--- config.mk ---
export PLATFORM = sky130hd
export DESIGN_NAME = y_fetch_queue
export DESIGN_NICKNAME = d
export VERILOG_FILES = /design/src/rtl/y_fetch_queue.sv
export SDC_FILE = /design/constraint.sdc
export NUM_CORES = 1
export LEC_CHECK = 0
export CAP_MARGIN = 10
export CORE_AREA = 8 8 219 221
export DETAILED_ROUTE_END_ITERATION = 16
export DIE_AREA = 0 0 227 229
export GPL_ROUTABILITY_DRIVEN = 0
export PLACE_DENSITY_LB_ADDON = 0.3
export SLEW_MARGIN = 20
export SYNTH_ARGS = -nofsm -noshare
export SYNTH_HDL_FRONTEND = slang
export SYNTH_SLANG_ARGS = --single-unit
--- constraint.sdc ---
create_clock -name clk -period 5.2 [get_ports clk]
set_input_delay 0.52 -clock clk [delete_from_list [all_inputs] [get_ports clk]]
set_output_delay 0.52 -clock clk [all_outputs]
set_load 0.005 [all_outputs]
--- src/rtl/y_fetch_queue.sv ---
// y_fetch_queue: instruction fetch unit with a small in-order instruction queue.
// Issues at most one memory request at a time and queues {instruction, pc}
// pairs for the consumer. A redirect flushes the queue and retargets the fetch
// PC. Any response already in flight is dropped so that no pre-redirect
// instruction ever reaches the consumer.
module y_fetch_queue #(
    parameter int WIDTH = 32,
    parameter int DEPTH = 4,
    parameter int STEP  = 4
) (
    input  logic                       clk,
    input  logic                       INT_n,
    input  logic [WIDTH-1:0]           entryPoint,
    output logic                       imem_req,
    output logic [WIDTH-1:0]           imem_addr,
    input  logic                       imem_gnt,
    input  logic                       imem_rvalid,
    input  logic [WIDTH-1:0]           imem_rdata,
    input  logic                       redirect,
    input  logic [WIDTH-1:0]           redirect_pc,
    output logic                       out_valid,
    output logic [WIDTH-1:0]           out_ins,
    output logic [WIDTH-1:0]           out_pc,
    input  logic                       out_ready,
    output logic [$clog2(DEPTH):0]     count
);

    localparam int AW = $clog2(DEPTH);
    localparam int CW = AW + 1;
    localparam logic [CW-1:0]    FULL   = CW'(DEPTH);
    localparam logic [WIDTH-1:0] STEP_W = WIDTH'(STEP);

    typedef enum logic [1:0] {BOOT, REQ, WAIT, DRAIN} state_t;

    state_t           state, state_nxt;
    logic [WIDTH-1:0] fetch_pc, fetch_pc_nxt;
    logic [WIDTH-1:0] req_pc;
    logic [AW-1:0]    head, tail;
    logic [CW-1:0]    cnt;
    logic [WIDTH-1:0] ins_q [DEPTH];
    logic [WIDTH-1:0] pc_q  [DEPTH];

    logic push, pop, flush, req_fire;

    // The PC register is the fetch address, so it stays stable while a request waits for grant.
    assign imem_req  = (state == REQ) && (cnt < FULL);
    assign imem_addr = fetch_pc;
    assign req_fire  = imem_req && imem_gnt;

    assign out_valid = (cnt != '0);
    assign out_ins   = out_valid ? ins_q[head] : '0;
    assign out_pc    = out_valid ? pc_q[head]  : '0;
    assign count     = cnt;

    // A redirect wins over both ends of the queue.
    assign pop = out_valid && out_ready && !flush;

    // Next-state, next fetch PC, push and flush decisions.
    always_comb begin
        state_nxt    = state;
        fetch_pc_nxt = fetch_pc;
        push         = 1'b0;
        flush        = 1'b0;
        case (state)
            BOOT: begin
                state_nxt    = REQ;
                fetch_pc_nxt = entryPoint;
            end
            REQ: begin
                if (redirect) begin
                    flush        = 1'b1;
                    fetch_pc_nxt = redirect_pc;
                    // A request granted in this cycle is now stale and must be drained.
                    state_nxt    = req_fire ? DRAIN : REQ;
                end else if (req_fire) begin
                    fetch_pc_nxt = fetch_pc + STEP_W;
                    state_nxt    = WAIT;
                end
            end
            WAIT: begin
                if (redirect) begin
                    flush        = 1'b1;
                    fetch_pc_nxt = redirect_pc;
                    // If the stale response is arriving right now it is dropped here,
                    // because no further response will come for DRAIN to absorb.
                    state_nxt    = imem_rvalid ? REQ : DRAIN;
                end else if (imem_rvalid) begin
                    push      = 1'b1;
                    state_nxt = REQ;
                end
            end
            DRAIN: begin
                if (redirect) begin
                    flush        = 1'b1;
                    fetch_pc_nxt = redirect_pc;
                end
                if (imem_rvalid) begin
                    state_nxt = REQ;
                end
            end
            default: state_nxt = BOOT;
        endcase
    end

    // FSM state, fetch PC and the PC of the outstanding request.
    always_ff @(posedge clk or negedge INT_n) begin
        if (!INT_n) begin
            state    <= BOOT;
            fetch_pc <= '0;
            req_pc   <= '0;
        end else begin
            state    <= state_nxt;
            fetch_pc <= fetch_pc_nxt;
            if (req_fire) begin
                req_pc <= fetch_pc;
            end
        end
    end

    // Queue pointers and occupancy.
    always_ff @(posedge clk or negedge INT_n) begin
        if (!INT_n) begin
            head <= '0;
            tail <= '0;
            cnt  <= '0;
        end else if (flush) begin
            head <= '0;
            tail <= '0;
            cnt  <= '0;
        end else begin
            if (push) begin
                tail <= tail + 1'b1;
            end
            if (pop) begin
                head <= head + 1'b1;
            end
            case ({push, pop})
                2'b10:   cnt <= cnt + 1'b1;
                2'b01:   cnt <= cnt - 1'b1;
                default: cnt <= cnt;
            endcase
        end
    end

    // Queue storage: write the returned instruction and its PC at the tail.
    always_ff @(posedge clk or negedge INT_n) begin
        if (!INT_n) begin
            for (int i = 0; i < DEPTH; i++) begin
                ins_q[i] <= '0;
                pc_q[i]  <= '0;
            end
        end else if (push) begin
            ins_q[tail] <= imem_rdata;
            pc_q[tail]  <= req_pc;
        end
    end

endmodule
### Word level (Yosys, flattened, before mapping)

Index checks and enable logic that the tools add are counted.

* input port bits: 102
* RAM bits: 0
* latch bits: 0
* output and inout bits: 101
* word-level logic and storage cells: 80
* memories: 0
* register bits: 329
* bits in read-only memories: 0

* add/subtract/negate cells: 5
* $lt $le $gt $ge: 4
* equality and inequality tests: 7
* divide/modulo/power cells: 0
* reductions and logical operators: 14
* muxes and demuxes: 34
* bitwise gates (word level): 2
* multipliers: 0
* shift-type cells: 0

Operators with widths (count)
* 2-to-1 mux 32 bit: 10
* bitwise mux 128 bit: 2
* binary-select mux 32 bit (select 2 bit): 2
* one-hot mux 32 bit (3 select lines): 1
* demux 32 bit (select 2 bit): 1
* adder 32 x 3 -> 32 bit, second input constant: 1
* 2-to-1 mux 2 bit: 10
* one-hot mux 2 bit (4 select lines): 1
* equality test 2 bit, second input constant: 3
* greater-or-equal comparator 3 bit, second input constant: 2
* inverter 2 -> 3 bit: 2
* one-hot mux 3 bit (2 select lines): 1
* nonzero test 3 bit: 2
* logical AND 1 bit: 5
* 2-to-1 mux 1 bit: 5
* adder 2 x 1 -> 2 bit, second input constant: 2
* equality test 2 x 1 -> 1 bit, second input constant: 2
* nonzero test 2 bit: 2
* adder 3 x 1 -> 3 bit, second input constant: 1
* less-than comparator 3 x 1 -> 1 bit, second input constant: 1
* less-than comparator 3 bit, second input constant: 1
* 2-to-1 mux 3 bit: 1
* inequality test 3 bit, second input constant: 1
* OR reduction 3 bit: 1
* other kinds (6): 6

### Depth between registers and ports, before layout

* depth after elaboration: 8
* mapped depth: 11
* depth with buffers taken out: 8

### Worst setup path after synthesis

OpenSTA, ideal clock, no wires.

* path type: input to register
* start point: input port redirect
* end point: register cnt[1], in the netlist count[1]
* slack: 2587 ps
* arrival: 2491 ps
* path buffers: 3
* data required time: 5078 ps
* library setup time: 122 ps
* stages on the path: 9
* path through: clkbuf_1 > inv_1 > and4_1 > clkbuf_1 > clkbuf_1 > or3_1 > inv_1 > fa_1 > a32o_1

* cells in the longest elaborated chain, start to end: 7
* elaborated cells on any way between the ends: 11
* those cells by class: eq/ne: 2; mux: 6; reduce/logical: 3

RTL lines
* from (decl): line 19 `input logic redirect,`
* 2-to-1 mux 1 bit: line 70, 81, 93
* 2-to-1 mux 1 bit
* logical NOT 1 bit: line 56 `assign pop = out_valid && out_ready && !flush;`
* logical AND 1 bit: line 56
* equality test 2 x 1 -> 1 bit / equality test 2 bit (equally long branches): line 137 `case ({push, pop})`
* one-hot mux 3 bit (2 select lines): line 137
* 2-to-1 mux 3 bit: line 126 `end else if (flush) begin`
* to (signal assigned): line 138 `2'b10: cnt <= cnt + 1'b1;`
* to (signal assigned): line 139 `2'b01: cnt <= cnt - 1'b1;`
* to (signal assigned): line 140 `default: cnt <= cnt;`
* to (decl): line 39 `logic [CW-1:0] cnt;`

Several ways; a longest one is shown, not always the timed one.
A chain may end at the register's enable or synchronous reset.

### Final worst setup path

* start point: register head[0]
* end point: output port out_pc[0]

* cells in the longest elaborated chain, start to end: 5

RTL lines
* from (decl): line 38 `logic [AW-1:0] head, tail;`
* from (signal assigned): line 135 `head <= head + 1'b1;`
* inverter 2 -> 3 bit (implied by the code): line 52 `assign out_pc = out_valid ? pc_q[head] : '0;`
* binary-select mux 32 bit (select 2 bit): line 52
* 2-to-1 mux 32 bit (implied by the code) (2 in series): line 52
* 2-to-1 mux 32 bit: line 52
* to (decl): line 23 `output logic [WIDTH-1:0] out_pc,`

No other way between the ends. The select of a mux whose other input is x is not followed.

==> metrics.txt <==
run status finished, violations left; violated checks hold timing; internal power contribution ~6.3 mW; detailed router's first-iteration violation count roughly 750; top fanout value on the critical path 39; element type at the critical path end output port; portion of the post-synthesis area used by sequential elements between 50 and 60%; total negative slack for setup checks 0 ps; number of warning messages in the yosys log 0; reg-to-reg setup timing slack 1870 ps; final clock skew 16.7 ps; final WL 41500 um; unique cell type count in the Yosys netlist 53; Cells after Synth around 1100; maximum VDD drop between 200 and 300 uV; htree depth 2; CTS sink count 329; cells taking the most area after synthesis sky130_fd_sc_hd__dfrtp_1 54%, sky130_fd_sc_hd__mux2_2 21%, sky130_fd_sc_hd__mux4_2 9.4%; transition time of the tightest slew-check pin around 1100 ps; Synth Register Bits 329; period utilisation layout a little over two thirds; clock group share of total power 30.3%; end of the worst register-to-register path ins_q[80]$_DFFE_PN0P_; via count of the first global-routing pass around 11000; cell type with the largest total area after synthesis sky130_fd_sc_hd__dfrtp_1; Site Rows between 70 and 80; drt drc 0; most frequent cells after synthesis 329 x sky130_fd_sc_hd__dfrtp_1, 288 x sky130_fd_sc_hd__mux2_2, 64 x sky130_fd_sc_hd__and2_1, 64 x sky130_fd_sc_hd__mux4_2, 61 x sky130_fd_sc_hd__clkbuf_1; count of pins on the block boundary between 200 and 250; dominant cell by count in the synthesized netlist sky130_fd_sc_hd__dfrtp_1; combined area of the multi-input logic cells slightly below 0.007 mm2; Slew Limit Headroom a little over a quarter; share of the synthesized area in the top cell type between 50% and 60%; Area Growth Syn to Fin 26.1%; global routing usage summed across all routing layers between 10% and 20%; crit path launch type flop; Async S/R FF share, synth 100%; syn_area_per_cell between 10 and 15 um2; placeable core region about 0.045 mm2; die extent in x 227 um; Comb pwr share between 20 and 30%; number of buffers added for setup after CTS 0; Die Outline Area 0.0520 mm2; Antenna Diode Count 0; share of final-layout standard cells stronger than drive strength 1 between 30% and 40%; part of the power in registers between 40% and 50%; number of nets still failing antenna checks after routing 0; count of hold buffers inserted by post-cts repair 0; antenna violations before repair 0; class of the tightest hold or removal check input port to async pin; count of pins over their slew limit 0; achievable clock frequency between 200 and 300 MHz; arrival time worst endpoint 3090 ps; overall die height 229 um; worst setup path startpoint head[0]$_DFFE_PN0P_; post-CTS clock slew at the launch and capture registers of the worst setup and hold paths ~60 ps; post-layout worst setup margin 1590 ps; final hold violation count 1; Data required, critical path 4680 ps; number of buffers added by the clock tree synthesis step 38; post-synthesis net count roughly 1200; first-pass GRT wire length around 65000 um; R2R Path Start state[0]$_DFFE_PN0P_; critical path type flop to output port; clock latency of the later-clocked register in the worst-skew pair 530 ps; number of cells traversed by the worst register-to-register path 4; Final Hold Slack -1.39 ps; filler-free cell count of the finished design about 1900; Max-Cap Viols 0; total placed cells including tap cells ~1800; count of flip-flops with a built-in enable after synthesis 0; total overflow reported by the global router 0; pin count of the biggest net entering global routing between 100 and 150; Top FF cell, synth sky130_fd_sc_hd__dfrtp_1; PostCTS Resize Cnt 0; root buffer cell sky130_fd_sc_hd__clkbuf_16; final count of negative-setup-slack endpoints 0; Mapped Area roughly 0.015 mm2; number of iterations in the first detailed-routing pass 5; vias a little over 10000; effective utilization at floorplan about a third; switching power between 2 and 3 mW; area taken by flip-flops and latches slightly above 0.008 mm2; post-detailed-route via-to-cell ratio between 5 and 6; power per unit of standard cell area 475 mW/mm2; final worst path period need ~3600 ps; Fill cells around 4200; quantity of I/O buffers inserted on ports just over 200; RSZ-0062 raised after global routing false; maximum buffer depth of the clock tree 3; CTS tree built; LEAKAGE between 8 and 9 nW; WL/cell about 22 um; total power after layout 9.20 mW; Setup Slack @ Placement 1290 ps; nets@finish between 1000 and 1500; utilization of the core after routing a little over two fifths; switching share of total power a little under a third; HPWL after DPL roughly 27000 um
per-layer routing:
| layer | global-route usage [%] | vias to the layer above | share of wire, % |
|---|---|---|---|
| met5 | 0 | - | 0 |
| met4 | 3.83 | 0 | 1.8 |
| met3 | 3.67 | 59 | 6.3 |
| met2 | 25.5 | 289 | 47 |
| met1 | 21.8 | 5313 | 45 |
| li1 | - | 4481 | - |
logic make-up after synthesis:
logic type | after synthesis | synth area share [%]
AOI/OAI and AO/OA | 128 | 5.67
xor gates and xnor gates | 10 | 0.570
adders and majority gates | 6 | 0.537
buffers and inverters | 88 | 2.21
DFF | 329 | 53.6
muxes | 356 | 30.7
and+or+nand+nor | 188 | 6.72
worst max-delay path by stage:
stage	slack, ps	depth (start not counted)	endpoint
CTS	1470	4	out_pc[0]
floorplan	2590	9	count[1]$_DFFE_PN0P_
global placement	1400	5	ins_q[21]$_DFFE_PN0P_
global route	1380	4	out_pc[1]
detailed placement	1290	5	ins_q[25]$_DFFE_PN0P_
finish	1590	4	out_pc[0]
registers in the layout (all words and copies together), names as in the netlist:
register and flops:
state 2, pc_q 128, ins_q 128, req_pc 32
head 2, count 3, tail 2, imem_addr 32
cell usage in the layout, fill, tap and decap left out, types with 3 or more instances in the layout:
cell	Yosys	final
sky130_fd_sc_hd__clkinv_2	0	4
sky130_fd_sc_hd__ha_1	5	5
sky130_fd_sc_hd__a21o_1	3	3
sky130_fd_sc_hd__clkdlybuf4s50_1	0	201
sky130_fd_sc_hd__o22ai_1	15	15
sky130_fd_sc_hd__bufinv_16	0	4
sky130_fd_sc_hd__o41ai_1	3	3
sky130_fd_sc_hd__nor2_1	31	30
sky130_fd_sc_hd__mux4_2	64	64
sky130_fd_sc_hd__o31ai_1	4	4
sky130_fd_sc_hd__clkbuf_1	61	7
sky130_fd_sc_hd__or3_1	7	6
sky130_fd_sc_hd__and2_1	64	64
sky130_fd_sc_hd__a22o_1	7	7
sky130_fd_sc_hd__buf_4	0	5
sky130_fd_sc_hd__inv_1	17	17
sky130_fd_sc_hd__nor3_1	6	6
sky130_fd_sc_hd__xnor2_1	6	6
sky130_fd_sc_hd__a31oi_1	10	10
sky130_fd_sc_hd__a211o_1	4	4
sky130_fd_sc_hd__mux2i_1	4	4
sky130_fd_sc_hd__nand4_1	10	10
sky130_fd_sc_hd__a21oi_1	19	18
sky130_fd_sc_hd__nand2_1	37	33
sky130_fd_sc_hd__and4_1	4	4
sky130_fd_sc_hd__o31a_1	4	4
sky130_fd_sc_hd__o21ai_0	28	28
sky130_fd_sc_hd__xor2_1	4	4
sky130_fd_sc_hd__a22oi_1	12	12
sky130_fd_sc_hd__nor2b_1	3	3
sky130_fd_sc_hd__nor4_1	10	10
sky130_fd_sc_hd__nand2_8	0	3
sky130_fd_sc_hd__clkbuf_8	0	9
sky130_fd_sc_hd__nand3_1	5	5
sky130_fd_sc_hd__mux2_2	288	288
sky130_fd_sc_hd__dfrtp_1	329	327
sky130_fd_sc_hd__clkbuf_16	0	41
sky130_fd_sc_hd__buf_12	0	3
per-stage QoR:
| step | hold slack (ps) | cell area (um2) |
|---|---|---|
| after floorplan | 224 | 15400 |
| after global placement | 481 | 18000 |
| after detailed placement | 487 | 18000 |
| after CTS | 23.4 | 19300 |
| after global routing | 38.1 | 19400 |
| final | -1.39 | 19400 |
worst max-delay path, stage by stage, from the launching register on:
cell	delay, ps
sky130_fd_sc_hd__dfrtp_4	1000
sky130_fd_sc_hd__buf_12	340
sky130_fd_sc_hd__mux4_2	530
sky130_fd_sc_hd__and2_1	220
sky130_fd_sc_hd__clkdlybuf4s50_1	470
power by group through the flow:
stage	Clock (mW)	Combinational, mW	Sequential, mW
floorplan	0	1.64	3.42
global placement	0	2.61	3.83
detailed placement	0	2.64	3.85
CTS	2.87	2.66	3.81
global route	2.98	2.84	3.92
finish	2.79	2.60	3.81
area by class of cell:
cell class / count / area share, %
Sequential cell: 329 / 42.5
Multi-Input combinational cell: 688 / 35.5
Timing Repair Buffer: 210 / 11.0
Clock buffer: 57 / 6.07
Tap cell: 600 / 3.87
Clock inverter: 9 / 0.768
Inverter: 17 / 0.329
No activity file was read; power rests on OpenSTA's default activity.
